===== src/rtl/exec_unit_mc_if.sv =====
// ---------------------------------------------------------------------------
// exec_unit_mc_if
//   Issue bus between decode and the execute stage. Signal names carry the
//   direction as seen from the execute unit (i_ = into the unit, o_ = out).
//
//   i_valid    decode presents an operation
//   o_ready    execute unit can accept (handshake = i_valid & o_ready)
//   i_opcode   4-bit operation code
//   i_src1     operand 1
//   i_src2     operand 2 / shift amount
//   i_destadd  destination register address
//
//   Modports: master = decode side, slave = execute unit.
// ---------------------------------------------------------------------------
interface exec_unit_mc_if #(
  parameter int DATA_W = 8,
  parameter int ADDR_W = 4
) ();

  logic              i_valid;
  logic              o_ready;
  logic [3:0]        i_opcode;
  logic [DATA_W-1:0] i_src1;
  logic [DATA_W-1:0] i_src2;
  logic [ADDR_W-1:0] i_destadd;

  modport master (
    output i_valid, i_opcode, i_src1, i_src2, i_destadd,
    input  o_ready
  );

  modport slave (
    input  i_valid, i_opcode, i_src1, i_src2, i_destadd,
    output o_ready
  );

endinterface


===== src/rtl/exec_unit_mc.sv =====
// ---------------------------------------------------------------------------
// exec_unit_mc
//   Execute stage of the FDE CPU. Accepts one operation per issue handshake,
//   runs single-cycle ALU ops directly from IDLE, and iterates shifts (one bit
//   per cycle) and multiplies (shift-add, DATA_W steps) in dedicated states.
//   Every completed write-type op produces a one-cycle register-file write
//   strobe together with zero/carry flags; undefined opcodes produce a
//   one-cycle o_illegal pulse instead.
//
//   i_clk         clock, rising edge
//   i_reset       asynchronous, active-low reset
//   if_issue      issue bus (valid/ready, opcode, operands, destination)
//   o_write_en    one-cycle write strobe to the register file
//   o_write_add   write address, held between strobes
//   o_write_data  write data, held between strobes
//   o_carry       carry/borrow/overflow of the last written result
//   o_zero        1 when the last written result was zero
//   o_illegal     one-cycle pulse: undefined opcode accepted
// ---------------------------------------------------------------------------
module exec_unit_mc #(
  parameter int DATA_W = 8,
  parameter int ADDR_W = 4
) (
  input  logic              i_clk,
  input  logic              i_reset,
  exec_unit_mc_if.slave     if_issue,
  output logic              o_write_en,
  output logic [ADDR_W-1:0] o_write_add,
  output logic [DATA_W-1:0] o_write_data,
  output logic              o_carry,
  output logic              o_zero,
  output logic              o_illegal
);

  localparam int SHAMT_W = $clog2(DATA_W);
  // One extra bit so the counter can hold DATA_W for the multiply.
  localparam int CNT_W   = SHAMT_W + 1;

  localparam logic [3:0] OP_NOP = 4'b0000;
  localparam logic [3:0] OP_ADD = 4'b0001;
  localparam logic [3:0] OP_SUB = 4'b0010;
  localparam logic [3:0] OP_AND = 4'b0011;
  localparam logic [3:0] OP_SHL = 4'b0100;
  localparam logic [3:0] OP_OR  = 4'b0101;
  localparam logic [3:0] OP_XOR = 4'b0110;
  localparam logic [3:0] OP_SHR = 4'b1000;
  localparam logic [3:0] OP_MUL = 4'b1001;

  typedef enum logic [1:0] {
    S_IDLE  = 2'd0,
    S_SHIFT = 2'd1,
    S_MUL   = 2'd2
  } state_t;

  state_t                r_state;
  logic                  r_ready;
  logic                  r_shift_left;
  logic [CNT_W-1:0]      r_count;
  logic [ADDR_W-1:0]     r_dest;
  logic [DATA_W-1:0]     r_mcand;
  // Shift work value lives in the low half; the multiply uses all of it as
  // {partial product, remaining multiplier bits}.
  logic [2*DATA_W-1:0]   r_acc;

  logic                  w_accept;
  logic [SHAMT_W-1:0]    w_shamt;
  logic                  w_alu_write;
  logic                  w_alu_illegal;
  logic                  w_start_shift;
  logic                  w_start_mul;
  logic [DATA_W-1:0]     w_alu_data;
  logic                  w_alu_carry;
  logic [DATA_W-1:0]     w_shift_next;
  logic                  w_shift_out;
  logic [DATA_W:0]       w_mul_sum;
  logic [2*DATA_W-1:0]   w_mul_next;

  // o_ready is a registered copy of "FSM in IDLE"; it resets low so the unit
  // first advertises ready one cycle after reset release.
  assign if_issue.o_ready = r_ready;
  assign w_accept         = if_issue.i_valid & r_ready;
  assign w_shamt          = if_issue.i_src2[SHAMT_W-1:0];

  // -------------------------------------------------------------------------
  // Decode of the presented operation (only meaningful on accept).
  // -------------------------------------------------------------------------
  always_comb begin
    // NOTE: every output of this block gets a default first so no path can
    // leave one unassigned, which would otherwise infer a latch.
    w_alu_write   = 1'b0;
    w_alu_illegal = 1'b0;
    w_start_shift = 1'b0;
    w_start_mul   = 1'b0;
    w_alu_data    = '0;
    w_alu_carry   = 1'b0;

    case (if_issue.i_opcode)
      OP_NOP: ;
      OP_ADD: begin
        {w_alu_carry, w_alu_data} = {1'b0, if_issue.i_src1} + {1'b0, if_issue.i_src2};
        w_alu_write = 1'b1;
      end
      OP_SUB: begin
        // Bit DATA_W of the widened difference is the borrow (src1 < src2).
        {w_alu_carry, w_alu_data} = {1'b0, if_issue.i_src1} - {1'b0, if_issue.i_src2};
        w_alu_write = 1'b1;
      end
      OP_AND: begin
        w_alu_data  = if_issue.i_src1 & if_issue.i_src2;
        w_alu_write = 1'b1;
      end
      OP_OR: begin
        w_alu_data  = if_issue.i_src1 | if_issue.i_src2;
        w_alu_write = 1'b1;
      end
      OP_XOR: begin
        w_alu_data  = if_issue.i_src1 ^ if_issue.i_src2;
        w_alu_write = 1'b1;
      end
      OP_SHL, OP_SHR: begin
        // A zero-amount shift is a plain pass-through with carry 0 and
        // completes at single-cycle latency.
        if (w_shamt == '0) begin
          w_alu_data  = if_issue.i_src1;
          w_alu_write = 1'b1;
        end else begin
          w_start_shift = 1'b1;
        end
      end
      OP_MUL:  w_start_mul   = 1'b1;
      default: w_alu_illegal = 1'b1;
    endcase
  end

  // -------------------------------------------------------------------------
  // One iteration step for the multi-cycle states.
  // -------------------------------------------------------------------------
  always_comb begin
    w_shift_next = '0;
    w_shift_out  = 1'b0;
    if (r_shift_left) begin
      w_shift_next = {r_acc[DATA_W-2:0], 1'b0};
      w_shift_out  = r_acc[DATA_W-1];
    end else begin
      w_shift_next = {1'b0, r_acc[DATA_W-1:1]};
      w_shift_out  = r_acc[0];
    end

    // Shift-add: add the multiplicand into the upper half when the current
    // multiplier LSB is set, then shift the whole accumulator right by one.
    w_mul_sum  = {1'b0, r_acc[2*DATA_W-1:DATA_W]}
               + (r_acc[0] ? {1'b0, r_mcand} : {(DATA_W+1){1'b0}});
    w_mul_next = {w_mul_sum, r_acc[DATA_W-1:1]};
  end

  // -------------------------------------------------------------------------
  // FSM with registered outputs.
  // -------------------------------------------------------------------------
  always_ff @(posedge i_clk or negedge i_reset) begin
    if (!i_reset) begin
      r_state      <= S_IDLE;
      r_ready      <= 1'b0;
      r_shift_left <= 1'b0;
      r_count      <= '0;
      r_dest       <= '0;
      r_mcand      <= '0;
      r_acc        <= '0;
      o_write_en   <= 1'b0;
      o_write_add  <= '0;
      o_write_data <= '0;
      o_carry      <= 1'b0;
      o_zero       <= 1'b0;
      o_illegal    <= 1'b0;
    end else begin
      // NOTE: state uses non-blocking assignments so every register samples
      // pre-edge values; the strobes below default low and are overridden
      // only in the cycle that completes an operation.
      o_write_en <= 1'b0;
      o_illegal  <= 1'b0;

      case (r_state)
        S_IDLE: begin
          r_ready <= 1'b1;
          if (w_accept) begin
            r_dest <= if_issue.i_destadd;
            if (w_alu_write) begin
              o_write_en   <= 1'b1;
              o_write_add  <= if_issue.i_destadd;
              o_write_data <= w_alu_data;
              o_carry      <= w_alu_carry;
              o_zero       <= (w_alu_data == '0);
            end
            if (w_alu_illegal) begin
              o_illegal <= 1'b1;
            end
            if (w_start_shift) begin
              r_state      <= S_SHIFT;
              r_ready      <= 1'b0;
              r_shift_left <= (if_issue.i_opcode == OP_SHL);
              r_count      <= {1'b0, w_shamt};
              r_acc        <= {{DATA_W{1'b0}}, if_issue.i_src1};
            end
            if (w_start_mul) begin
              r_state <= S_MUL;
              r_ready <= 1'b0;
              r_count <= CNT_W'(DATA_W);
              r_mcand <= if_issue.i_src1;
              r_acc   <= {{DATA_W{1'b0}}, if_issue.i_src2};
            end
          end
        end

        S_SHIFT: begin
          r_acc[DATA_W-1:0] <= w_shift_next;
          r_count           <= r_count - CNT_W'(1);
          // Final step: write in the same cycle the FSM re-enters IDLE.
          if (r_count == CNT_W'(1)) begin
            r_state      <= S_IDLE;
            r_ready      <= 1'b1;
            o_write_en   <= 1'b1;
            o_write_add  <= r_dest;
            o_write_data <= w_shift_next;
            o_carry      <= w_shift_out;
            o_zero       <= (w_shift_next == '0);
          end
        end

        S_MUL: begin
          r_acc   <= w_mul_next;
          r_count <= r_count - CNT_W'(1);
          if (r_count == CNT_W'(1)) begin
            r_state      <= S_IDLE;
            r_ready      <= 1'b1;
            o_write_en   <= 1'b1;
            o_write_add  <= r_dest;
            o_write_data <= w_mul_next[DATA_W-1:0];
            o_carry      <= |w_mul_next[2*DATA_W-1:DATA_W];
            o_zero       <= (w_mul_next[DATA_W-1:0] == '0);
          end
        end

        default: begin
          r_state <= S_IDLE;
          r_ready <= 1'b1;
        end
      endcase
    end
  end

endmodule


===== src/flat_wrapper.sv =====
// flat-port wrapper written by rule: the top's interface ports become plain ports
module exec_unit_mc_flat 
#(
  parameter int DATA_W = 8,
  parameter int ADDR_W = 4
)
  (i_clk, i_reset, o_write_en, o_write_add, o_write_data, o_carry, o_zero, o_illegal, if_issue_i_valid, if_issue_i_opcode, if_issue_i_src1, if_issue_i_src2, if_issue_i_destadd, if_issue_o_ready);
  exec_unit_mc_if #(.DATA_W(DATA_W), .ADDR_W(ADDR_W)) if_issue_i ();
  input  logic i_clk;
  input  logic i_reset;
  output logic o_write_en;
  output logic [ADDR_W-1:0] o_write_add;
  output logic [DATA_W-1:0] o_write_data;
  output logic o_carry;
  output logic o_zero;
  output logic o_illegal;
  input wire logic [$bits(if_issue_i.i_valid)-1:0] if_issue_i_valid;
  input wire logic [$bits(if_issue_i.i_opcode)-1:0] if_issue_i_opcode;
  input wire logic [$bits(if_issue_i.i_src1)-1:0] if_issue_i_src1;
  input wire logic [$bits(if_issue_i.i_src2)-1:0] if_issue_i_src2;
  input wire logic [$bits(if_issue_i.i_destadd)-1:0] if_issue_i_destadd;
  output wire logic [$bits(if_issue_i.o_ready)-1:0] if_issue_o_ready;
  assign if_issue_i.i_valid = if_issue_i_valid;
  assign if_issue_i.i_opcode = if_issue_i_opcode;
  assign if_issue_i.i_src1 = if_issue_i_src1;
  assign if_issue_i.i_src2 = if_issue_i_src2;
  assign if_issue_i.i_destadd = if_issue_i_destadd;
  assign if_issue_o_ready = if_issue_i.o_ready;
  exec_unit_mc #(.DATA_W(DATA_W), .ADDR_W(ADDR_W)) u_core (.i_clk(i_clk), .i_reset(i_reset), .if_issue(if_issue_i), .o_write_en(o_write_en), .o_write_add(o_write_add), .o_write_data(o_write_data), .o_carry(o_carry), .o_zero(o_zero), .o_illegal(o_illegal));
endmodule

===== config.mk =====
export PLATFORM = sky130hd
export DESIGN_NAME = exec_unit_mc_flat
export DESIGN_NICKNAME = d
export VERILOG_FILES = /design/src/rtl/exec_unit_mc_if.sv /design/src/rtl/exec_unit_mc.sv /design/src/flat_wrapper.sv
export SDC_FILE = /design/constraint.sdc
export NUM_CORES = 1
export LEC_CHECK = 0
export BUFFER_PORTS_ARGS = -buffer_cell sky130_fd_sc_hd__clkbuf_2
export CORE_MARGIN = 1.5
export CORE_UTILIZATION = 45
export CTS_BUF_LIST = sky130_fd_sc_hd__clkbuf_2
export DETAILED_ROUTE_END_ITERATION = 12
export SYNTH_ARGS = -nofsm -noshare
export SYNTH_HDL_FRONTEND = slang
export SYNTH_SLANG_ARGS = --single-unit

===== constraint.sdc =====
create_clock -name i_clk -period 3.1 [get_ports i_clk]
set_clock_uncertainty 0.1 [all_clocks]
set_input_delay 0.155 -clock i_clk [delete_from_list [all_inputs] [get_ports i_clk]]
set_output_delay 0.155 -clock i_clk [all_outputs]
set_load 0.05 [all_outputs]

==> flow_metrics.tcl, run 1 <==
set metrics [dict create \
    status "complete, no violations" \
    report.final.hold_viol_count 0 \
    post_cts_buffers 0 \
    portBuffers 43 \
    place_ws_ns 0.170 \
    crit_arrival_ns 3.29 \
    switching_power_uw 1570 \
    drv_slew 0 \
    min_period_ns 2.99 \
    detailed_place_hpwl_um 9200 \
    p_clk_frac 0.085 \
    finalWorstSetupSlack_ns 0.106 \
    relSlewSlack 0.327 \
    fin_tns_setup_ns 0 \
    clk_latency_ns 0.44 \
    grt_pass1_wl_um 19800 \
    critPathRequiredTime_ns 3.40 \
    synthMuxAreaShare 0.0645 \
    drt_pass1_iterations 5 \
    synth_seq_cells 52 \
    routed_wl_um 12100 \
    async_flop_share 1.00 \
    p_per_area_mw_per_mm2 651 \
    via_per_inst 5.85 \
    cts_buffer_depth 2 \
    drc_errors 0 \
    use_met2 0.398 \
    cp_max_fo 4 \
    holdCritStartpoint "if_issue_i_valid" \
    max_cap_violations 0 \
    synthTopCellsByCount "54 x nand2_1, 52 x dfrtp_1, 42 x o21ai_0, 39 x ha_1, 36 x nor2_1" \
    synth.distinct_cells 68 \
    fin_crit_sh 0.966 \
    overflow 0 \
    end_kind "flop" \
    leakagePower_uw 0.00230 \
    cts-root-buf "clkbuf_2" \
    switching_share 0.489 \
    ant_nets 0 \
    syn_nets 586 \
    syn_inst 517 \
    fmax_mhz 334 \
    hold_end "u_core.o_illegal" \
    tightestPinTransition_ns 1.01 \
    yosys.area_share.simple 0.211 \
    synth_warnings 0 \
    start_util 0.470 \
    drt-initial-drc-count 271 \
    met1_usage 0.355 \
    placed_cell_area_mm2 0.00474 \
    wl_per_cell_um 17.4 \
    synth.most_common_cell "nand2_1" \
    worstHoldPathType "in2reg" \
    power_uw 3210 \
    ioPinCount 44 \
    avgSynthCellArea_um2 8.48 \
    grt_setup_unrepaired "no" \
    path_class "in2reg" \
    rr_worst_depth 10 \
    synth_flop_cell "dfrtp_1" \
    grt_pass1_vias 3934 \
    via_count 4080 \
    final_area_mm2 0.00492 \
    pwr-share-comb 0.572 \
    cts_tree "yes" \
    peakVddDrop_mv 0.579 \
    nets 637 \
    cts_buffers 5 \
    placementRows 35 \
    grt-busiest-layer "met2" \
    crit_path_start_kind "input port" \
    die_area_mm2 0.0103 \
    grt_max_degree 41 \
    synth_top_family_by_area "compound AO/OA/AOI/OAI gates" \
    synthToLayoutAreaGrowth_pct 12.4 \
    r2r_start "u_core.r_mcand[0]" \
    synth_compound_area_frac 0.236 \
    intPower_uw 1640 \
    globalRouteTotalUtil 0.247 \
    netlist_area_mm2 0.00438 \
    p_seq_frac 0.342 \
    postLayoutCoreUtil 0.528 \
    place_congestion 0.895 \
    synth_top_area_cell "dfrtp_1" \
    yosys.area_share.adder 0.125 \
    path_clk_slew_ns 0.26 \
    n_fill_cell 901 \
    rrSetupSlack_ns 0.33 \
    worstReg2RegEnd "u_core.o_carry" \
    clock_sinks 52 \
    antennaDiodeCount 0 \
    crit_start "if_issue_i_src1[0]" \
    htreeDepth 2 \
    dieHeight_um 102 \
    ys_seq_area_frac 0.297 \
    synthXorXnorAreaFrac 0.0120 \
    synth_top_area_share 0.297 \
    grt_use_met3 0.0324 \
    synth_edf_count 0 \
    yosys-top-cells-area "dfrtp_1 30%, ha_1 11%, o21ai_0 4.8%, mux2_2 4.6%, nand2_1 4.6%" \
    antenna_found_initial 0 \
    setup_viol 0 \
    core_mm2 0.00933 \
    drive_gt1_frac 0.174 \
    hold_depth 4 \
    dieWidth_um 102 \
]
==> power by group through the flow <==
| stage | combinational [uW] | sequential (uW) | clock [uW] |
|---|---|---|---|
| 4_1_cts | 1830 | 1100 | 285 |
| 6_report | 1840 | 1100 | 273 |
| 5_1_grt | 2040 | 1130 | 313 |
| 3_3_place_gp | 1790 | 1100 | 0 |
| 3_5_place_dp | 1810 | 1120 | 0 |
| 2_1_floorplan | 1080 | 1340 | 0 |
==> how the worst max path moves through the flow <==
stage	end	slack, ns	cells after the start
6_report	u_core.o_zero	0.11	11
5_1_grt	u_core.o_zero	0.03	11
4_1_cts	u_core.o_zero	0.09	11
3_5_place_dp	u_core.o_zero	0.17	10
3_3_place_gp	u_core.o_zero	0.22	10
2_1_floorplan	u_core.o_zero	0.50	9
==> flip-flops by register name (all words and copies together), names as in the netlist <==
name	count
u_core.o_write_data	8
u_core.r_state	2
u_core.o_write_en	1
u_core.r_count	4
u_core.if_issue.o_ready	1
u_core.o_write_add	4
u_core.o_zero	1
u_core.o_carry	1
u_core.r_dest	4
u_core.r_acc	16
u_core.r_shift_left	1
u_core.r_mcand	8
u_core.o_illegal	1
==> per-stage QoR <==
stage / hold slack, ns / cells
2_1_floorplan: -0.241 / 517
3_3_place_gp: 0.280 / 677
3_5_place_dp: 0.276 / 677
4_1_cts: 0.0301 / 697
5_1_grt: 0.0134 / 698
6_report: 0.0595 / 698
==> what timing repair did <==
item                       CTS  global route
hold buffers                12             1
hold endpoints to repair    54             1
resized for setup            0             3
setup endpoints to repair    0             1
==> logic make-up (layout without fill, tap and decap cells) <==
kind of cell / after synthesis / after routing
and+or+nand+nor: 178 / 178
AOI/OAI and AO/OA: 155 / 155
buffers and inverters: 58 / 110
DFF: 52 / 52
adders and majority gates: 42 / 42
muxes: 26 / 26
xor gates and xnor gates: 6 / 6
==> placed cells by master, fill, tap and decap left out, types with 10 or more instances in the layout <==
cell / Yosys / routed
nand2_1: 54 / 54
dfrtp_1: 52 / 52
clkbuf_2: 0 / 50
o21ai_0: 42 / 42
ha_1: 39 / 39
nor2_1: 36 / 36
a21oi_1: 35 / 34
inv_1: 33 / 33
mux2_2: 18 / 18
nand3_1: 17 / 17
dlygate4sd3_1: 0 / 13
buf_4: 2 / 13
nor3_1: 10 / 10
nand2b_1: 10 / 10
==> critical path, cell delays in order <==
cell	delay [ns]
dlygate4sd3_1	0.54
clkbuf_2	0.15
ha_1	0.24
fa_1	0.43
a21o_2	0.23
a21o_1	0.21
a221oi_2	0.26
o21ai_1	0.11
or3b_1	0.37
or4_1	0.47
o21ai_1	0.13
==> layout make-up <==
type                    count  area (um2)  share of cell area
clock buffers               7        35.0             0.00711
clock inverters             1        3.75            0.000762
inverters                  33         124              0.0252
multi-input cells         407        2860               0.580
flip-flops and latches     52        1300               0.264
well taps                 129         161              0.0328
repair buffers             69         443              0.0899
==> layer usage <==
metal,vias to the layer above,routed length [um],part of all wire
li1,1974,-,-
met1,1938,5670,0.47
met2,150,5500,0.45
met3,18,755,0.062
met4,0,206,0.017
met5,-,0,0
Note: power is estimated with default switching activity, not from simulation.
==> run 2: changes to the inputs <==
--- a/config.mk
+++ b/config.mk
@@ -10,6 +10,7 @@
 export CORE_UTILIZATION = 45
 export CTS_BUF_LIST = sky130_fd_sc_hd__clkbuf_2
 export DETAILED_ROUTE_END_ITERATION = 12
+export PLACE_DENSITY = 0.72
 export SYNTH_ARGS = -nofsm -noshare
 export SYNTH_HDL_FRONTEND = slang
 export SYNTH_SLANG_ARGS = --single-unit
==> flow_metrics.tcl, run 2 (same netlist as run 1, synthesis figures left out) <==
set metrics [dict create \
    drive_gt1_frac 0.166 \
    htreeDepth 2 \
    drc_errors 0 \
    overflow 0 \
    fin_crit_sh 0.967 \
    setup_viol 0 \
    core_mm2 0.00933 \
    cp_max_fo 4 \
    wl_per_cell_um 17.8 \
    cts-root-buf "clkbuf_2" \
    ioPinCount 44 \
    nets 633 \
    holdWs_ns 0.0322 \
    antennaDiodeCount 0 \
    crit_path_start_kind "input port" \
    grt_pass1_vias 3836 \
    worstHoldPathType "in2reg" \
    antenna_found_initial 0 \
    globalRouteTotalUtil 0.244 \
    report.final.hold_viol_count 0 \
    relSlewSlack 0.357 \
    max_cap_violations 0 \
    final_area_mm2 0.00489 \
    ant_nets 0 \
    die_area_mm2 0.0103 \
    final_common_cell "nand2_1" \
    fin_tns_setup_ns 0 \
    peakVddDrop_mv 0.361 \
    dp_cells 673 \
    place_congestion 0.967 \
    grt_setup_unrepaired "no" \
    placementRows 35 \
    worstPathCellList "dlygate4sd3_1 -> clkbuf_2 -> ha_1 -> fa_1 -> a21o_2 -> a21o_1 -> a221oi_1 -> o21ai_1 -> or3b_1 -> or4_1 -> o21ai_1" \
    crit_top_cell "o21ai_1" \
    synthToLayoutAreaGrowth_pct 11.6 \
    crit_slowest_cell "dlygate4sd3_1" \
    p_per_area_mw_per_mm2 663 \
    fin_cells 694 \
    via_per_inst 5.87 \
    cp_slowest_stage_delay_ns 0.54 \
    via_count 4074 \
    fmax_mhz 334 \
    cts_buffer_depth 2 \
    detailed_place_hpwl_um 9320 \
    critPathRequiredTime_ns 3.43 \
    largest_register_ffs 16 \
    top_regs "u_core.r_acc (16), u_core.o_write_data (8), u_core.r_mcand (8)" \
    clock_sinks 52 \
    drt_pass1_iterations 5 \
    place_ws_ns 0.0821 \
    crit_arrival_ns 3.33 \
    path_clk_slew_ns 0.29 \
    dieWidth_um 102 \
    top_register "u_core.r_acc" \
    drt-initial-drc-count 415 \
    leakagePower_uw 0.00227 \
    tightestPinTransition_ns 0.962 \
    path_buf_inv 2 \
    cts_tree "yes" \
    min_period_ns 3.00 \
    routed_wl_um 12300 \
    drv_slew 0 \
    portBuffers 43 \
    cts_buffers 5 \
    end_kind "flop" \
    dieHeight_um 102 \
    path_delay_family "compound AO/OA/AOI/OAI gates" \
    placed_cell_area_mm2 0.00471 \
    finalWorstSetupSlack_ns 0.102 \
    path_class "in2reg" \
    grt_max_degree 40 \
    final_cell_mix "54 x nand2_1, 52 x dfrtp_1, 48 x clkbuf_2" \
    grt_pass1_wl_um 19500 \
    start_util 0.470 \
    status "complete, no violations" \
    clk_latency_ns 0.47 \
]
==> run 2: power by group <==
part	switching (uW)	internal, uW
Clock	246	57.3
Sequential	197	919
Combinational	1180	645
==> run 2: layer usage <==
metal,global-route usage,part of all wire,vias to the layer above
met4,0.0823,0.030,0
met2,0.384,0.46,130
met3,0.0400,0.057,24
li1,-,-,1955
met1,0.339,0.46,1965
met5,0,0,-
==> run 2: worst paths after layout <==
path | start | end | slack, ns | cells past startpoint
min | if_issue_i_opcode[3] | u_core.r_shift_left | 0.03 | 2
max reg2reg | u_core.r_acc[0] | u_core.o_carry | 0.17 | 10
min in group asynchronous | i_reset | u_core.r_acc[2] | 0.21 | 2
max | if_issue_i_src1[0] | u_core.o_zero | 0.10 | 11
max in group asynchronous | i_reset | u_core.o_write_add[2] | 1.93 | 3
min reg2reg | u_core.o_write_data[5] | u_core.o_write_data[5] | 0.41 | 2
==> run 2: what timing repair did <==
action	in CTS	in global routing
gates resized for setup	0	1
hold buffers	13	0
buffers inserted	0	0
endpoints found under the setup margin	0	1
endpoints found under the hold margin	54	0
==> run 2: worst register-to-register path: stages, from the launching register on <==
cell and delay [ns]:
dfrtp_1 0.55, and2_1 0.19, ha_1 0.22, fa_1 0.45
a21o_1 0.18, a21oi_1 0.26, o21a_1 0.17, nor2_1 0.04
o21a_1 0.19, nor4_2 0.34, o211ai_1 0.15
==> run 2: through the flow <==
| step | util | total power, uW |
|---|---|---|
| floorplan | - | 2420 |
| global placement | 0.505 | 2870 |
| detailed placement | 0.505 | 2920 |
| CTS | 0.524 | 3230 |
| global route | 0.525 | 3490 |
| finish | 0.525 | 3250 |
==> run 2: layout make-up <==
type                       count  area [um2]
clock buffer                   5        25.0
clock inverter                 3        21.3
fill                         869        4430
inverter                      33         124
multi-input combinational    407        2850
sequential                    52        1300
tap                          129         161
timing repair buffer          65         413
